### config.mk
export PLATFORM = sky130hd
export DESIGN_NAME = uart_result_sequencer_flat
export DESIGN_NICKNAME = d
export VERILOG_FILES = /design/src/rtl/uart_result_sequencer_if.sv /design/src/rtl/uart_result_sequencer.sv /design/src/flat_wrapper.sv
export SDC_FILE = /design/constraint.sdc
export NUM_CORES = 1
export LEC_CHECK = 0
export BUFFER_PORTS_ARGS = -buffer_cell sky130_fd_sc_hd__buf_4
export CAP_MARGIN = 10
export CORE_MARGIN = 1.5
export CORE_UTILIZATION = 35
export DETAILED_ROUTE_END_ITERATION = 7
export PLACE_DENSITY = 0.48
export SLEW_MARGIN = 20
export SYNTH_ARGS = -nofsm -noshare
export SYNTH_HDL_FRONTEND = slang
export SYNTH_SLANG_ARGS = --single-unit
### constraint.sdc
create_clock -name clk -period 11.4 [get_ports clk]
set_input_delay 1.71 -clock clk [delete_from_list [all_inputs] [get_ports clk]]
set_output_delay 1.71 -clock clk [all_outputs]
set_load 0.02 [all_outputs]
### src/rtl/uart_result_sequencer_if.sv
// Result-stream and transmitter-handshake bundle for uart_result_sequencer.
// slave: the sequencer; master: upstream pipeline plus the UART transmitter side.
interface uart_result_sequencer_if #(
   parameter int DATA_W = 54,
   parameter int DEPTH  = 16,
   parameter int ELEMS  = 9
);
   logic                       in_valid;
   logic [DATA_W-1:0]          in_data;
   logic                       in_ready;
   logic                       tx_busy;
   logic                       tx_send;
   logic [DATA_W-1:0]          tx_data;
   logic [$clog2(DEPTH):0]     fifo_count;
   logic [$clog2(ELEMS)-1:0]   elem_index;
   logic                       frame_done;
   logic                       overflow;

   modport master (
      output in_valid, in_data, tx_busy,
      input  in_ready, tx_send, tx_data, fifo_count, elem_index, frame_done, overflow
   );

   modport slave (
      input  in_valid, in_data, tx_busy,
      output in_ready, tx_send, tx_data, fifo_count, elem_index, frame_done, overflow
   );
endinterface

### src/rtl/uart_result_sequencer.sv
// FIFO-buffered feeder of matrix results into the UART transmitter; push-to-send latency 2 cycles.
// Backpressure: in_ready drops when full; pushes into a full FIFO are dropped and flag overflow.
module uart_result_sequencer #(
   parameter int DATA_W = 54,
   parameter int DEPTH  = 16,
   parameter int ELEMS  = 9
) (
   input logic                     clk,
   input logic                     rst,
   uart_result_sequencer_if.slave  bus
);
   localparam int AW = $clog2(DEPTH);
   localparam int CW = AW + 1;
   localparam int IW = $clog2(ELEMS);

   typedef enum logic [1:0] {IDLE, LOAD, WAIT_HI, WAIT_LO} state_t;

   state_t             state;
   logic [DATA_W-1:0]  mem [DEPTH];
   logic [AW-1:0]      wr_ptr;
   logic [AW-1:0]      rd_ptr;
   logic [CW-1:0]      count;
   logic               full;
   logic               empty;
   logic               push;
   logic               pop;
   logic               send_q;
   logic [DATA_W-1:0]  data_q;
   logic [IW-1:0]      idx_q;
   logic               done_q;
   logic               ovf_q;

   // Fullness is taken before any same-cycle pop, so a full FIFO rejects even while draining.
   assign full  = (count == CW'(DEPTH));
   assign empty = (count == '0);
   assign push  = bus.in_valid && !full;
   assign pop   = (state == LOAD);

   assign bus.in_ready   = !full;
   assign bus.tx_send    = send_q;
   assign bus.tx_data    = data_q;
   assign bus.fifo_count = count;
   assign bus.elem_index = idx_q;
   assign bus.frame_done = done_q;
   assign bus.overflow   = ovf_q;

   always_ff @(posedge clk) begin
      if (push) begin
         mem[wr_ptr] <= bus.in_data;
      end
   end

   always_ff @(posedge clk or posedge rst) begin
      if (rst) begin
         wr_ptr <= '0;
         rd_ptr <= '0;
         count  <= '0;
         ovf_q  <= 1'b0;
      end else begin
         if (push) begin
            wr_ptr <= wr_ptr + AW'(1);
         end
         if (pop) begin
            rd_ptr <= rd_ptr + AW'(1);
         end
         case ({push, pop})
            2'b10:   count <= count + CW'(1);
            2'b01:   count <= count - CW'(1);
            default: count <= count;
         endcase
         if (bus.in_valid && full) begin
            ovf_q <= 1'b1;
         end
      end
   end

   // tx_send/tx_data are loaded on entry to LOAD so they are valid during the LOAD cycle itself.
   always_ff @(posedge clk or posedge rst) begin
      if (rst) begin
         state  <= IDLE;
         send_q <= 1'b0;
         data_q <= '0;
         idx_q  <= '0;
         done_q <= 1'b0;
      end else begin
         send_q <= 1'b0;
         done_q <= 1'b0;
         case (state)
            IDLE: begin
               if (!empty && !bus.tx_busy) begin
                  state  <= LOAD;
                  send_q <= 1'b1;
                  data_q <= mem[rd_ptr];
               end
            end
            LOAD: begin
               state <= WAIT_HI;
            end
            WAIT_HI: begin
               if (bus.tx_busy) begin
                  state <= WAIT_LO;
               end
            end
            WAIT_LO: begin
               if (!bus.tx_busy) begin
                  if (idx_q == IW'(ELEMS - 1)) begin
                     idx_q  <= '0;
                     done_q <= 1'b1;
                  end else begin
                     idx_q <= idx_q + IW'(1);
                  end
                  state <= IDLE;
               end
            end
            default: state <= IDLE;
         endcase
      end
   end
endmodule

### src/flat_wrapper.sv
// flat-port wrapper written by rule: the top's interface ports become plain ports
module uart_result_sequencer_flat 
#(
   parameter int DATA_W = 54,
   parameter int DEPTH  = 16,
   parameter int ELEMS  = 9
)
  (clk, rst, bus_in_valid, bus_in_data, bus_tx_busy, bus_in_ready, bus_tx_send, bus_tx_data, bus_fifo_count, bus_elem_index, bus_frame_done, bus_overflow);
  uart_result_sequencer_if #(.DATA_W(DATA_W), .DEPTH(DEPTH), .ELEMS(ELEMS)) bus_i ();
  input logic clk;
  input logic rst;
  input wire logic [$bits(bus_i.in_valid)-1:0] bus_in_valid;
  input wire logic [$bits(bus_i.in_data)-1:0] bus_in_data;
  input wire logic [$bits(bus_i.tx_busy)-1:0] bus_tx_busy;
  output wire logic [$bits(bus_i.in_ready)-1:0] bus_in_ready;
  output wire logic [$bits(bus_i.tx_send)-1:0] bus_tx_send;
  output wire logic [$bits(bus_i.tx_data)-1:0] bus_tx_data;
  output wire logic [$bits(bus_i.fifo_count)-1:0] bus_fifo_count;
  output wire logic [$bits(bus_i.elem_index)-1:0] bus_elem_index;
  output wire logic [$bits(bus_i.frame_done)-1:0] bus_frame_done;
  output wire logic [$bits(bus_i.overflow)-1:0] bus_overflow;
  assign bus_i.in_valid = bus_in_valid;
  assign bus_i.in_data = bus_in_data;
  assign bus_i.tx_busy = bus_tx_busy;
  assign bus_in_ready = bus_i.in_ready;
  assign bus_tx_send = bus_i.tx_send;
  assign bus_tx_data = bus_i.tx_data;
  assign bus_fifo_count = bus_i.fifo_count;
  assign bus_elem_index = bus_i.elem_index;
  assign bus_frame_done = bus_i.frame_done;
  assign bus_overflow = bus_i.overflow;
  uart_result_sequencer #(.DATA_W(DATA_W), .DEPTH(DEPTH), .ELEMS(ELEMS)) u_core (.clk(clk), .rst(rst), .bus(bus_i));
endmodule
After elaboration in Yosys (flattened, before gate mapping) --
Memory sizes are Yosys's and may differ from the RTL's. A register that Yosys moved wholly into a read port is not among the register bits. Cells that the tools add are included.
Cells by class: bitwise gates (word level) 1, $add $sub $neg 5, multiplexer cells 13, eq/ne operators 10, reduce and logical (&&, ||, !) cells 12
Operator list (number):
- adder 4 x 1 -> 4 bit, second input constant | 3
- case mux 5 bit (2 select lines) | 1
- case mux 2 bit (4 select lines) | 1
- 2-to-1 mux 1 bit | 7
- equality test 2 bit, second input constant | 3
- 2-to-1 mux 2 bit | 3
- adder 5 x 1 -> 5 bit, second input constant | 1
- equality test 5 bit, second input constant | 1
- logical NOT 5 bit | 1
- subtractor 5 x 1 -> 5 bit, second input constant | 1
- equality test 2 x 1 -> 1 bit, second input constant | 2
- equality test 4 bit, second input constant | 1
- 2-to-1 mux 4 bit | 1
- inequality test 2 bit, second input constant | 2
- AND reduction 2 bit | 2
- logical AND 1 bit | 3
- logical NOT 1 bit | 3
- AND reduction 3 bit | 1
- logical NOT 2 bit | 1
- inequality test 2 x 1 -> 1 bit, second input constant | 1
- nonzero test 2 bit | 1
- inverter 1 bit | 1
Storage, ports and cells: bits in registers 22, RAM bits 864, bits of input ports 58, memories kept 1, output and inout port bits 67, logic and storage cells 50
Memory list:
- u_core.mem | words 16, bits a word 54, rd ports 1, clocked after Yosys merged registers in 1, write ports 1, line uart_result_sequencer.sv:19 | logic [DATA_W-1:0] mem [DEPTH];

Logic depth before layout (Yosys ltp) --
Gate-level depths: netlist (run 1).
depth after elaboration 5, mapped depth 12, mapped depth without buffers 10

Worst setup path before layout (run 1) --
No wires, ideal clock.
path type input-to-reg, start input port bus_in_valid, end memory u_core.mem[3][0] (enable), library setup time 0.532 ns, cell stages on the path 3, slack 4.985 ns, data required time 10.868 ns, path buffers 0, data arrival time 5.883 ns, cells stage by stage a21boi_2 > nand2_1 > nor3_1
On the way: cells in the longest elaborated chain, start to end 3
RTL lines:
- from (decl) | line flat_wrapper.sv:12 | input wire logic [$bits(bus_i.in_valid)-1:0] bus_in_valid;
- logical AND 1 bit | line uart_result_sequencer.sv:36 | assign push = bus.in_valid && !full;
- 2-to-1 mux 1 bit | line uart_result_sequencer.sv:48 | if (push) begin
- 2-to-1 mux 1 bit (implied by the code) | line uart_result_sequencer.sv:49 | mem[wr_ptr] <= bus.in_data;
- to (decl) | line uart_result_sequencer.sv:19
No other way between the ends.

==> results.cfg, run 1 <==
[grt]
grt_max_degree = 89
grt.overflow.total = 0
grt_pass1_vias = 17741
grt_usage_pct = 16.2
grt_pass1_wl_mm = 121
antenna_found_initial = 3

[critical_path]
cp_data_required_time_ns = 11.92
endpoint_kind = register
startpoint = u_core.rd_ptr[3]
regToRegStartpoint = u_core.rd_ptr[3]
crit_path_start_kind = register
timing.rr.end = u_core.bus.tx_data[30]
r2r_setup_slack_ns = 7.41
cp.arrival_ns = 4.51
cp_max_fo = 62
path_class = reg2reg
r2r_cells = 6

[synthesis]
seq_area_frac_synth_pct = 78.2
syn_area_per_cell_sq_um = 22.6
ys_types = 36
yosysWarnings = 0
ys_seq_elements = 940
syn_nets = 1649
synth-edff-count = 864
synth_cells = 1576
yosys_most_used_dff = edfxtp_1
async_flop_share_pct = 8.09
syn_area_sq_mm = 0.0356

[hold_path]
hold_end = u_core.bus.overflow
hold_depth = 1
hold_start = u_core.bus.overflow
holdCritPathClass = reg2reg

[run]
maxCapViolCount = 0

[place]
globalplace.congestion = 0.701
dp_hpwl_mm = 42.8
portBuffers = 124
pre_cts_ws_ns = 6.90

[clock_network]
path_clk_slew_ns = 0.06
postCtsSetupBuffers = 0
insertion_delay_ns = 0.65
clock_sinks = 940
cts_root_buf = clkbuf_16
hold_buffers = 0
cts_tree = done
htree_levels = 3
cts_max_path_buffers = 3
ctsResizeCount = 0
numCtsBuffers = 99

[die]
num_rows = 116
die_width_microns = 322
die_h_microns = 322
ios = 125
core_sq_mm = 0.100
dieArea_sq_mm = 0.104
start_util_pct = 35.5

[timing]
setup_viol = 0
finalMaxSlewViolations = 0
clock.fmax_mhz = 251
skew_ns = 0.0266
tightest_slew_ns = 1.13
fin_crit_sh_pct = 35.0
setup_ws_ns = 7.41
fin_crit_ns = 3.99
max_slew_margin_pct = 24.7
hold_viol = 0
fin_setup_tns_ns = 0
rsz0062_at_grt = false

[finish]
fillCellCount = 8910
fin_util_pct = 41.1
area_growth_syn_to_layout_pct = 15.8
drive_gt1_share_pct = 32.7
multiInputGateArea_sq_mm = 0.00733
final_common_cell = edfxtp_1
final_cell_mix = edfxtp_1, mux4_2, buf_4
regArea_sq_mm = 0.0279
layout.nets = 1820

[drt]
dr.pass1.iters = 5
via_per_inst = 5.13
wl_mm = 82.8
wl_per_cell_microns = 26.0
drc_errors = 0
drt-initial-drc-count = 1210
antenna_left = 0
vias = 16331

[power_and_ir_drop]
leakage_nw = 13.1
vdd_drop_max_uv = 158
power.density_mw_per_mm2 = 252

[status]
status = finished clean
==> report_power, final <==
| group | switching [mW] | leakage (nW) | internal [mW] |
|---|---|---|---|
| sequential | 0.327 | 8.65 | 4.22 |
| clock | 1.29 | 1.50 | 1.77 |
| combinational | 1.50 | 2.95 | 1.29 |
==> flip-flops by register name (all words and copies together), names as in the netlist <==
signal / cells
u_core.wr_ptr: 4
u_core.state: 2
u_core.bus.frame_done: 1
u_core.bus.tx_send: 1
u_core.bus.tx_data: 54
u_core.rd_ptr: 4
u_core.mem: 864
u_core.bus.elem_index: 4
u_core.bus.overflow: 1
u_core.bus.fifo_count: 5
==> worst max-delay path by stage <==
stage / end / slack [ns]
2_1_floorplan: u_core.mem[3][0] / 4.99
3_3_place_gp: u_core.mem[9][9] / 6.82
3_5_place_dp: u_core.mem[5][9] / 6.90
4_1_cts: u_core.bus.tx_data[22] / 7.22
5_1_grt: u_core.bus.tx_data[22] / 7.03
6_report: u_core.bus.tx_data[30] / 7.41
==> per-stage QoR <==
step	std cells	instance area, sq um	power, mW	hold slack, ns
floorplan	1576	35600	6.53	0.500
global placement	3000	38100	7.47	0.462
detailed placement	3003	38200	7.50	0.462
CTS	3185	41300	10.6	0.478
global route	3185	41300	10.9	0.503
finish	3186	41300	10.4	0.469
==> metal layers <==
layer | track usage (%) | vias to the layer above | routed length [microns]
li1 | - | 7020 | -
met1 | 21.2 | 8847 | 35200
met2 | 27.9 | 342 | 42400
met3 | 2.56 | 120 | 3460
met4 | 4.43 | 2 | 1700
met5 | 0 | - | 9
==> synth_stat cells (11+ instances only) <==
| cell | count | share of area, % |
|---|---|---|
| edfxtp_1 | 864 | 73 |
| mux4_2 | 216 | 14 |
| o22ai_1 | 108 | 1.9 |
| dfrtp_1 | 76 | 5.3 |
| mux2_2 | 57 | 1.8 |
| a21oi_1 | 47 | 0.66 |
| clkbuf_1 | 32 | 0.34 |
| buf_6 | 22 | 0.70 |
| buf_2 | 21 | 0.29 |
| nand2_1 | 17 | 0.18 |
| ha_1 | 15 | 0.53 |
| nor2_1 | 14 | 0.15 |
| inv_1 | 11 | 0.12 |
==> logic make-up after synthesis <==
group	after synthesis	synth area share [%]
muxes	274	15.5
AOI/OAI and AO/OA	183	3.15
xor gates and xnor gates	12	0.295
adders and majority gates	15	0.527
DFF	940	78.2
and+or+nand+nor	55	0.762
buffers and inverters	97	1.62
==> critical path: stages (launching register included) <==
cell and delay [ns]:
dfrtp_4 1.16, buf_4 0.81, buf_4 0.86, mux4_2 0.43, mux2_2 0.28, o22ai_1 0.16
a21oi_1 0.06
==> cell type report <==
type | instances | share of cell area [%]
inverter | 11 | 0.106
clock inverter | 37 | 0.782
antenna | 1 | 0.00606
tap | 1357 | 4.11
clock buffer | 145 | 6.71
sequential | 940 | 67.5
multi-input combinational | 539 | 17.8
timing repair buffer | 156 | 3.01
(Power assumes the default switching activity.)
==> run 2: changes to the inputs <==
- PLACE_DENSITY: 0.48 -> 0.5
- clock period: 11.4 -> 3.5 ns (I/O delays scaled with it)
==> run 2 against run 1 <==
  * Wire length is 2.5% higher
  * Setup slack worse by 6.7 ns
  * Utilization is 0.81 points higher
  * Critical path depth is 4 higher
  * Via count is 1.8% higher
  * Die area stayed put
  * Clock power grew to 3.5 times the previous value
  * Non-clock buffer count is 33 higher
  * Combinational power grew to 3.5 times the previous value
  * Clock-buffer cell count is 20 lower
  * Power grew to 3.4 times the previous value
  * Global-route usage is 0.40 points higher
  * Critical endpoint is now u_core.bus.fifo_count[4]
==> results.cfg, run 2 (synthesized netlist as in run 1, its figures left out) <==
[timing]
hold_ws_ns = 0.0981
rsz0062_at_grt = false
clock.fmax_mhz = 353
tightest_slew_ns = 1.02
fin_crit_sh_pct = 80.9
finalMaxSlewViolations = 0
max_slew_margin_pct = 31.8
fin_crit_ns = 2.83
hold_viol = 0
skew_ns = 0.0318
setup_viol = 0

[grt]
grt_max_degree = 109
grt_pass1_vias = 17859
antenna_found_initial = 3
grt_usage_pct = 16.6
grt_pass1_wl_mm = 124
grt.overflow.total = 0

[die]
ios = 125
start_util_pct = 35.5
dieArea_sq_mm = 0.104
core_sq_mm = 0.100
num_rows = 116
die_h_microns = 322
die_width_microns = 322

[hold_path]
holdCritPathClass = in2reg
hold_end = u_core.bus.overflow
hold_start = bus_in_valid
hold_depth = 2

[power_and_ir_drop]
leakage_nw = 13.5
p_total_mw = 35.0
power.density_mw_per_mm2 = 831
swShare_pct = 29.6
pwr-share-seq_pct = 41.9
power_switching_mw = 10.4
pwr-share-comb_pct = 27.6
vdd_drop_max_uv = 507
clock_power_share_pct = 30.5
p_int_mw = 24.6

[drt]
wl_mm = 84.8
wl_per_cell_microns = 26.3
antenna_left = 0
dr.pass1.iters = 5
vias = 16631
dr_wl_met2_mm = 43.3
via_per_inst = 5.16
highest_layer = met5
drt-initial-drc-count = 1342
wl_met1_mm = 36.2
wl_met3_mm = 3.40
drc_errors = 0

[critical_path]
path_class = reg2reg
timing.rr.end = u_core.bus.fifo_count[4]
cp.arrival_ns = 3.43
regToRegStartpoint = u_core.bus.fifo_count[1]
endpoint_kind = register
cp_data_required_time_ns = 4.09
crit_path_start_kind = register
cp_max_fo = 9
r2r_setup_slack_ns = 0.67
r2r_cells = 10

[clock_network]
cts_root_buf = clkbuf_16
cts_max_path_buffers = 3
path_clk_slew_ns = 0.06
htree_levels = 3
cts_tree = done
clock_sinks = 940
insertion_delay_ns = 0.67
numCtsBuffers = 100
ctsResizeCount = 0

[finish]
largest_reg_flops = 864
drive_gt1_share_pct = 34.8
regArea_sq_mm = 0.0279
final_cell_mix = edfxtp_1, mux4_2, buf_4
final_common_cell = edfxtp_1
stdcell_count = 3224
top_register = u_core.mem
multiInputGateArea_sq_mm = 0.00735
fin_util_pct = 41.9
num_antenna_cells = 0
layout.nets = 1854
area_growth_syn_to_layout_pct = 18.1
final_cell_area_sq_mm = 0.0421
fillCellCount = 8821

[place]
dp.cells = 3035
portBuffers = 124
placed_area_sq_mm = 0.0387
globalplace.congestion = 0.734
dp_hpwl_mm = 44.9

[run]
maxCapViolCount = 0

[status]
status = finished clean
## run 2: cell count changes in the layout (fill, tap and decap cells not counted), moves of 4 or more
cell | previous run | this run
clkinv_1 | 15 | 21
bufinv_16 | 4 | 10
nor3_4 | 0 | 4
nor3_2 | 4 | 0
clkbuf_1 | 35 | 14
buf_12 | 3 | 30
clkinv_2 | 11 | 22
clkbuf_16 | 100 | 104
buf_6 | 4 | 0
buf_4 | 148 | 158
## run 2: power groups by stage
stage               clock (mW)  combinational (mW)  sequential (mW)
global placement             0                9.83             14.9
finish                    10.6                9.66             14.7
global route              11.3                10.4             14.8
detailed placement           0                9.92             14.9
floorplan                    0                6.41             14.9
CTS                       10.9                9.94             14.7
## run 2: worst max-delay path by stage
stage / start / to / slack [ns] / cells after the start
after global placement: u_core.bus.fifo_count[1] / u_core.bus.fifo_count[4] / 0.69 / 10
after global routing: u_core.bus.fifo_count[1] / u_core.bus.fifo_count[4] / 0.42 / 10
after CTS: u_core.bus.fifo_count[1] / u_core.bus.fifo_count[4] / 0.66 / 10
after floorplan: u_core.bus.fifo_count[1] / u_core.mem[15][0] / -0.51 / 5
after detailed placement: u_core.bus.fifo_count[1] / u_core.bus.fifo_count[4] / 0.69 / 10
final: u_core.bus.fifo_count[1] / u_core.bus.fifo_count[4] / 0.67 / 10
## run 2: cell type report
type | instances | share of cell area, %
Multi-Input combinational cell | 539 | 17.5
Inverter | 11 | 0.104
Timing Repair Buffer | 189 | 4.27
Tap cell | 1357 | 4.03
Clock inverter | 63 | 1.41
Sequential cell | 940 | 66.2
Clock buffer | 125 | 6.54
## run 2: timing repair
action	in CTS	in global routing
setup buffers	0	0
endpoints found under the hold margin	37	0
hold buffers	1	0
## run 2: routing by layer
| layer | GRT usage [%] | up-vias |
|---|---|---|
| met3 | 2.98 | 136 |
| met1 | 21.7 | 9024 |
| met2 | 28.4 | 364 |
| met4 | 4.53 | 6 |
| li1 | - | 7101 |
| met5 | 0 | - |
## run 2: metrics by stage
step,setup TNS (ns),setup WS [ns]
global route,0,0.424
finish,0,0.667
detailed placement,0,0.694
global placement,0,0.691
CTS,0,0.657
floorplan,-321.41,-0.512
## run 2: critical path, cell delays in order, from the launching register on
cell and delay (ns):
dfrtp_1 0.50, nor4_4 0.51, a21boi_2 0.23, inv_1 0.13, ha_1 0.35, xor2_1 0.20, ha_1 0.25, a21o_1 0.14
nand3_1 0.08, a31oi_1 0.22, xnor2_1 0.14
